===== config.mk =====
export PLATFORM = sky130hd
export DESIGN_NAME = trap_sequencer
export DESIGN_NICKNAME = d
export VERILOG_FILES = /design/src/rtl/trap_sequencer_pkg.sv /design/src/rtl/trap_sequencer.sv
export SDC_FILE = /design/constraint.sdc
export NUM_CORES = 1
export LEC_CHECK = 0
export ABC_AREA = 0
export CAP_MARGIN = 25
export CORE_UTILIZATION = 43
export DETAILED_ROUTE_END_ITERATION = 8
export GPL_TIMING_DRIVEN = 1
export PLACE_DENSITY = 0.86
export SLEW_MARGIN = 10
export SYNTH_ARGS = -nofsm -noshare
export SYNTH_HDL_FRONTEND = slang
export SYNTH_SLANG_ARGS = --single-unit

===== constraint.sdc =====
create_clock -name clk -period 6 [get_ports clk]
set_clock_uncertainty 0.2 [all_clocks]
set_input_delay 0.6 -clock clk [delete_from_list [all_inputs] [get_ports clk]]
set_output_delay 0.6 -clock clk [all_outputs]
set_load 0.01 [all_outputs]

===== src/rtl/trap_sequencer_pkg.sv =====
// ----------------------------------------------------------------------------
// trap_sequencer_pkg
//   Shared definitions for the trap/mret sequencer and anything else that
//   talks to the machine-mode CSR unit:
//     - CSR addresses (mstatus, mie, mtvec, mepc, mcause)
//     - mstatus bit positions (MIE, MPIE, MPP)
//     - CSR port op encodings
//     - exception / interrupt cause codes
//     - helpers for the mstatus trap-entry update and 4-byte alignment
// ----------------------------------------------------------------------------
package trap_sequencer_pkg;

    // Machine-mode CSR addresses
    localparam logic [11:0] CSR_MSTATUS = 12'h300;
    localparam logic [11:0] CSR_MIE     = 12'h304;
    localparam logic [11:0] CSR_MTVEC   = 12'h305;
    localparam logic [11:0] CSR_MEPC    = 12'h341;
    localparam logic [11:0] CSR_MCAUSE  = 12'h342;

    // mstatus bit positions
    localparam int MS_MIE    = 3;
    localparam int MS_MPIE   = 7;
    localparam int MS_MPP_HI = 12;
    localparam int MS_MPP_LO = 11;

    // CSR port op encodings
    localparam logic [2:0] CSR_OP_NONE  = 3'b000;
    localparam logic [2:0] CSR_OP_WRITE = 3'b001;
    localparam logic [2:0] CSR_OP_SET   = 3'b010;
    localparam logic [2:0] CSR_OP_CLEAR = 3'b011;

    // Cause codes (mcause[30:0])
    localparam int CAUSE_BREAKPOINT     = 3;
    localparam int CAUSE_MISALIGNED_LD  = 4;
    localparam int CAUSE_MISALIGNED_ST  = 6;
    localparam int CAUSE_ECALL_M        = 11;
    localparam int CAUSE_M_EXT_IRQ      = 11;

    // Trap entry: MPP <- M-mode, MPIE <- MIE, MIE <- 0. Other bits kept.
    function automatic logic [31:0] trap_mstatus(input logic [31:0] ms);
        logic [31:0] r;
        r                      = ms;
        r[MS_MPP_HI:MS_MPP_LO] = 2'b11;
        r[MS_MPIE]             = ms[MS_MIE];
        r[MS_MIE]              = 1'b0;
        return r;
    endfunction

    // Drop the two low bits (mtvec mode field / misaligned mepc)
    function automatic logic [31:0] align4(input logic [31:0] v);
        return {v[31:2], 2'b00};
    endfunction

endpackage


===== src/rtl/trap_sequencer.sv =====
// ----------------------------------------------------------------------------
// trap_sequencer
//   Drives the CSR unit port for machine-mode trap entry and mret, then
//   issues a one-cycle PC redirect with flush. While a sequence is running
//   the block owns the CSR port (csr_owner) and holds the pipeline (stall).
//
//   Trap : IDLE -> T_MS_RD (read mstatus) -> T_MS_WR (write updated mstatus)
//               -> T_TV_RD (read mtvec)   -> RDIR
//   mret : IDLE -> R_EP_RD (read mepc)    -> RDIR
//   mepc/mcause for sync traps and the mstatus restore for mret are done by
//   the CSR unit itself on the event cycle.
//
//   Optional feature, macro TRAP_SEQ_IRQ_EN: adds the level-sensitive
//   ext_irq input and the I_CHK / I_EP_WR / I_MC_WR states that take an
//   external interrupt when mstatus.MIE is set (with vectored mtvec support).
//
// Parameters
//   CSR_ADDR_W  CSR address width
//   IRQ_CAUSE   external-interrupt cause code (TRAP_SEQ_IRQ_EN only)
//
// Ports
//   clk, rst          clock, asynchronous active-high reset
//   ecall, ebreak,
//   is_misaligned,
//   mret              single-cycle events from execute
//   ext_irq           external interrupt level (TRAP_SEQ_IRQ_EN only)
//   pc                PC of the instruction in execute
//   csr_r_en/w_en/op/
//   addr/wdata        CSR port request
//   csr_rdata         CSR read data, valid in the same cycle as csr_r_en
//   csr_owner         CSR port mux select (1 while a sequence runs)
//   stall             hold the pipeline
//   redirect_valid    one-cycle redirect strobe, redirect_pc its target
//   flush             flush younger instructions (same as redirect_valid)
// ----------------------------------------------------------------------------
module trap_sequencer
    import trap_sequencer_pkg::*;
#(
    parameter int CSR_ADDR_W = 12,
    parameter int IRQ_CAUSE  = 11
) (
    input  logic                  clk,
    input  logic                  rst,
    input  logic                  ecall,
    input  logic                  ebreak,
    input  logic                  is_misaligned,
    input  logic                  mret,
`ifdef TRAP_SEQ_IRQ_EN
    input  logic                  ext_irq,
`endif
    input  logic [31:0]           pc,
    output logic                  csr_r_en,
    output logic                  csr_w_en,
    output logic [2:0]            csr_op,
    output logic [CSR_ADDR_W-1:0] csr_addr,
    output logic [31:0]           csr_wdata,
    input  logic [31:0]           csr_rdata,
    output logic                  csr_owner,
    output logic                  stall,
    output logic                  redirect_valid,
    output logic [31:0]           redirect_pc,
    output logic                  flush
);

    typedef enum logic [3:0] {
        IDLE    = 4'd0,
        T_MS_RD = 4'd1,
        T_MS_WR = 4'd2,
        T_TV_RD = 4'd3,
        R_EP_RD = 4'd4,
        RDIR    = 4'd5
`ifdef TRAP_SEQ_IRQ_EN
        ,
        I_CHK   = 4'd6,
        I_EP_WR = 4'd7,
        I_MC_WR = 4'd8
`endif
    } state_e;

    state_e      state_q, state_d;
    logic [31:0] ms_q, ms_d;          // mstatus value read at trap entry
    logic [31:0] target_q, target_d;  // redirect target (mtvec or mepc)

    // All synchronous trap sources run the same CSR sequence; their
    // relative priority only matters for mcause, which the CSR unit writes.
    logic trap_evt;
    assign trap_evt = is_misaligned | ecall | ebreak;

`ifdef TRAP_SEQ_IRQ_EN
    logic        irq_q, irq_d;        // current sequence is an interrupt
    logic [31:0] epc_q, epc_d;        // pc captured when the interrupt is taken
`else
    // pc and IRQ_CAUSE are only needed by the interrupt path
    logic unused_cfg;
    assign unused_cfg = ^{pc, 32'(IRQ_CAUSE)};
`endif

    always_ff @(posedge clk or posedge rst) begin
        if (rst) begin
            state_q  <= IDLE;
            ms_q     <= '0;
            target_q <= '0;
`ifdef TRAP_SEQ_IRQ_EN
            irq_q    <= 1'b0;
            epc_q    <= '0;
`endif
        end else begin
            state_q  <= state_d;
            ms_q     <= ms_d;
            target_q <= target_d;
`ifdef TRAP_SEQ_IRQ_EN
            irq_q    <= irq_d;
            epc_q    <= epc_d;
`endif
        end
    end

    always_comb begin
        state_d        = state_q;
        ms_d           = ms_q;
        target_d       = target_q;
        csr_r_en       = 1'b0;
        csr_w_en       = 1'b0;
        csr_op         = CSR_OP_NONE;
        csr_addr       = '0;
        csr_wdata      = '0;
        stall          = 1'b0;
        redirect_valid = 1'b0;
        redirect_pc    = '0;
`ifdef TRAP_SEQ_IRQ_EN
        irq_d          = irq_q;
        epc_d          = epc_q;
`endif

        unique case (state_q)
            IDLE: begin
                if (trap_evt) begin
                    stall   = 1'b1;
                    state_d = T_MS_RD;
                end else if (mret) begin
                    stall   = 1'b1;
                    state_d = R_EP_RD;
                end
`ifdef TRAP_SEQ_IRQ_EN
                // Interrupt check does not stall the event cycle; the stall
                // starts in I_CHK while mstatus.MIE is inspected.
                else if (ext_irq) begin
                    state_d = I_CHK;
                end
                irq_d = 1'b0;
`endif
            end

            T_MS_RD: begin
                stall    = 1'b1;
                csr_r_en = 1'b1;
                csr_addr = CSR_ADDR_W'(CSR_MSTATUS);
                ms_d     = csr_rdata;
                state_d  = T_MS_WR;
            end

            T_MS_WR: begin
                stall     = 1'b1;
                csr_w_en  = 1'b1;
                csr_op    = CSR_OP_WRITE;
                csr_addr  = CSR_ADDR_W'(CSR_MSTATUS);
                csr_wdata = trap_mstatus(ms_q);
                state_d   = T_TV_RD;
            end

            T_TV_RD: begin
                stall    = 1'b1;
                csr_r_en = 1'b1;
                csr_addr = CSR_ADDR_W'(CSR_MTVEC);
                target_d = align4(csr_rdata);
`ifdef TRAP_SEQ_IRQ_EN
                // Vectored mode: interrupts jump to base + 4*cause
                if (irq_q && csr_rdata[1:0] == 2'b01)
                    target_d = align4(csr_rdata) + (32'(IRQ_CAUSE) << 2);
`endif
                state_d  = RDIR;
            end

            R_EP_RD: begin
                stall    = 1'b1;
                csr_r_en = 1'b1;
                csr_addr = CSR_ADDR_W'(CSR_MEPC);
                target_d = align4(csr_rdata);
                state_d  = RDIR;
            end

            RDIR: begin
                redirect_valid = 1'b1;
                redirect_pc    = target_q;
                state_d        = IDLE;
`ifdef TRAP_SEQ_IRQ_EN
                irq_d          = 1'b0;
`endif
            end

`ifdef TRAP_SEQ_IRQ_EN
            I_CHK: begin
                stall    = 1'b1;
                csr_r_en = 1'b1;
                csr_addr = CSR_ADDR_W'(CSR_MSTATUS);
                if (csr_rdata[MS_MIE]) begin
                    ms_d    = csr_rdata;
                    epc_d   = pc;
                    irq_d   = 1'b1;
                    state_d = I_EP_WR;
                end else begin
                    state_d = IDLE;
                end
            end

            I_EP_WR: begin
                stall     = 1'b1;
                csr_w_en  = 1'b1;
                csr_op    = CSR_OP_WRITE;
                csr_addr  = CSR_ADDR_W'(CSR_MEPC);
                csr_wdata = epc_q;
                state_d   = I_MC_WR;
            end

            I_MC_WR: begin
                stall     = 1'b1;
                csr_w_en  = 1'b1;
                csr_op    = CSR_OP_WRITE;
                csr_addr  = CSR_ADDR_W'(CSR_MCAUSE);
                csr_wdata = {1'b1, 31'(IRQ_CAUSE)};
                // Rejoin the sync-trap path at the mstatus write
                state_d   = T_MS_WR;
            end
`endif

            default: begin
                state_d = IDLE;
            end
        endcase
    end

    assign flush     = redirect_valid;
    assign csr_owner = (state_q != IDLE);

endmodule


==> out/metrics.cfg <==
[yosys]
synthesis.area_sq_mm = 0.00305
synth_top_area_cell = dfrtp_1
ys_types = 22
yosys-top-cells-area = dfrtp_1 51%, mux2_4 14%, and2_1 12%
synth-seq-area-share_pct = 50.8
syn_area_per_cell_sq_um = 13.2
ys.warnings.count = 0
synth_top_area_share_pct = 50.8
ys_seq_elements = 62
syn_inst = 232

[setup_path]
reg2regPathDepth = 3
crit_fanout = 23
critical_path.cell_chain = inv_1 > nor3_2 > buf_4 > and2_1 > clkdlybuf4s50_1
crit_slowest_cell = nor3_2
worst_ep_arrival_time_ps = 2660
cp-end-kind = primary output
criticalPathCategory = reg -> out
r2r_setup_slack_ps = 3770
crit_path_start_kind = register
reg2reg_from = state_q[2]$_DFFE_PP0P_
required_ps = 5200
rr_endpoint = ms_q[19]$_DFFE_PP0P_
max_stage_delay_ps = 640

[floorplanning]
core_area_sq_mm = 0.00683
fp.dieW_um = 86.2
dieArea_sq_mm = 0.00744
ioPinCount = 155
start_util_pct = 44.7
rows = 30
die_y_um = 86.2

[finish]
final_util_pct = 63.1
final_common_cell = clkdlybuf4s50_1
num-nets-final = 409
diodes = 0
fillers = 543
drive_gt1_share_pct = 24.0
layout_common_cells = 110 x clkdlybuf4s50_1, 62 x dfrtp_1, 60 x and2_1
area_growth_pct = 41.2

[sta]
setup_viol = 0
max-slew-margin-rel_pct = 38.0
rsz0062_at_grt = false
worst_pin_slew_ps = 928
finalCritPeriodShare_pct = 57.6
fin_setup_tns_ps = 0
hold_violations = 0
max_freq_ghz = 0.289
min_period_ps = 3460
drv_slew = 0

[route]
vias = 2053
drt_iter0_markers = 72
wl_um = 6510
antenna_left = 0
wl_per_cell_um = 14.9
drc = 0
drt-vias-per-instance = 4.69
firstDrtPassIters = 4

[status]
status = completed

[power_and_ir_drop]
clock_power_share_pct = 15.3
powerDensity_mw_per_mm2 = 494
totalPowerFinal_w = 0.00213
p_leak_nw = 1.84
pwr-share-comb_pct = 49.4
pwr-share-seq_pct = 35.3
swShare_pct = 31.1
intPower_w = 0.00147
p_switching_w = 0.000663
ir_drop_uv = 369

[min_path]
hold_path.startpoint = ms_q[15]$_DFFE_PP0P_
hold_path_class = reg -> reg
hold_depth = 1
min_to = ms_q[15]$_DFFE_PP0P_

[clocking]
cts_sinks = 62
clockRootBuffer = clkbuf_8
clk_pin_slew_ps = 60
postCtsSetupBuffers = 0
clock_latency_ps = 310
cts_max_level = 3
ctsResizeCount = 0
cts_buffer_depth = 2
postCtsHoldBufs = 0
numCtsBuffers = 9
cts_tree = done

[placed_design]
dp_hpwl_um = 4390
gp_congestion = 0.825
io_buffers = 110

[grt]
grt_max_degree = 63
overflow = 0
grt_pass1_wl_um = 10400
track_usage_pct = 18.2
grt_pass1_vias = 2190
antenna_found_initial = 0

[job]
maxCapViolations = 0

## registers in the layout (all words and copies together) (netlist names)
register,count
target_q,30
ms_q,29
state_q,3
## stage by stage
step	std cells	instance area, sq um	setup WS (ps)	hold WS [ps]
detailed placement	423	4120	2860	285
global route	438	4310	2310	315
finish	438	4310	2540	297
floorplan	243	3090	3660	272
CTS	437	4300	2500	303
global placement	423	4120	2870	282
## layout make-up
cell class | count | area [sq um] | area share, %
clock inverter | 1 | 5.00 | 0.116
inverter | 3 | 11.3 | 0.261
sequential | 62 | 1550 | 36.0
clock buffer | 13 | 169 | 3.92
tap | 96 | 120 | 2.79
multi-input combinational | 149 | 1320 | 30.6
timing repair buffer | 114 | 1130 | 26.3
## cell usage after synthesis (all sizes together)
cell and count:
inv 3, mux2 59, conb 1, and2 60, buf 24, nand2 2, or3 2, nor3 1
or3b 1, nor2 3, dfrtp 62, nand2b 1, clkbuf 5, o21bai 1, o21ai 4, o31a 1
or2 1, and3 1
## how the worst max path moves through the flow
stage	startpoint	endpoint	slack [ps]	depth (start not counted)
finish	state_q[1]$_DFFE_PP0P_	csr_wdata[28]	2540	5
global route	state_q[1]$_DFFE_PP0P_	csr_wdata[28]	2310	5
CTS	state_q[1]$_DFFE_PP0P_	redirect_pc[3]	2500	4
detailed placement	state_q[1]$_DFFE_PP0P_	redirect_pc[16]	2860	4
global placement	state_q[1]$_DFFE_PP0P_	redirect_pc[14]	2870	4
floorplan	rst	ms_q[0]$_DFFE_PP0P_	3660	1
## worst max-delay path: cells and delay by family, from the launching register on
| family | cells | cell delay, ps |
|---|---|---|
| buf+inv | 3 | 1050 |
| flops | 1 | 460 |
| simple gates | 2 | 810 |
## cells by family after synthesis
logic type	synth area share, %
other	0.123
AND/OR/NAND/NOR	14.5
flip-flops	50.8
buffers and inverters	7.79
multiplexers	25.2
AO/OA/AOI/OAI	1.56
## power by group through the flow
stage	combinational, W	sequential [W]	clock (W)
5_1_grt	0.00113	0.000784	0.000348
6_report	0.00105	0.000752	0.000325
4_1_cts	0.00106	0.000752	0.000335
3_3_place_gp	0.00103	0.000742	0
2_1_floorplan	0.000756	0.000714	0
3_5_place_dp	0.00106	0.000755	0
## layer usage
| metal | wire (um) | part of all wire, % | global-route usage (%) |
|---|---|---|---|
| met5 | 0 | 0 | 0 |
| met4 | 76 | 1.2 | 6.36 |
| met3 | 406 | 6.2 | 4.86 |
| met2 | 3160 | 48 | 31.1 |
| met1 | 2870 | 44 | 22.2 |
No activity file was read; power rests on OpenSTA's default activity.
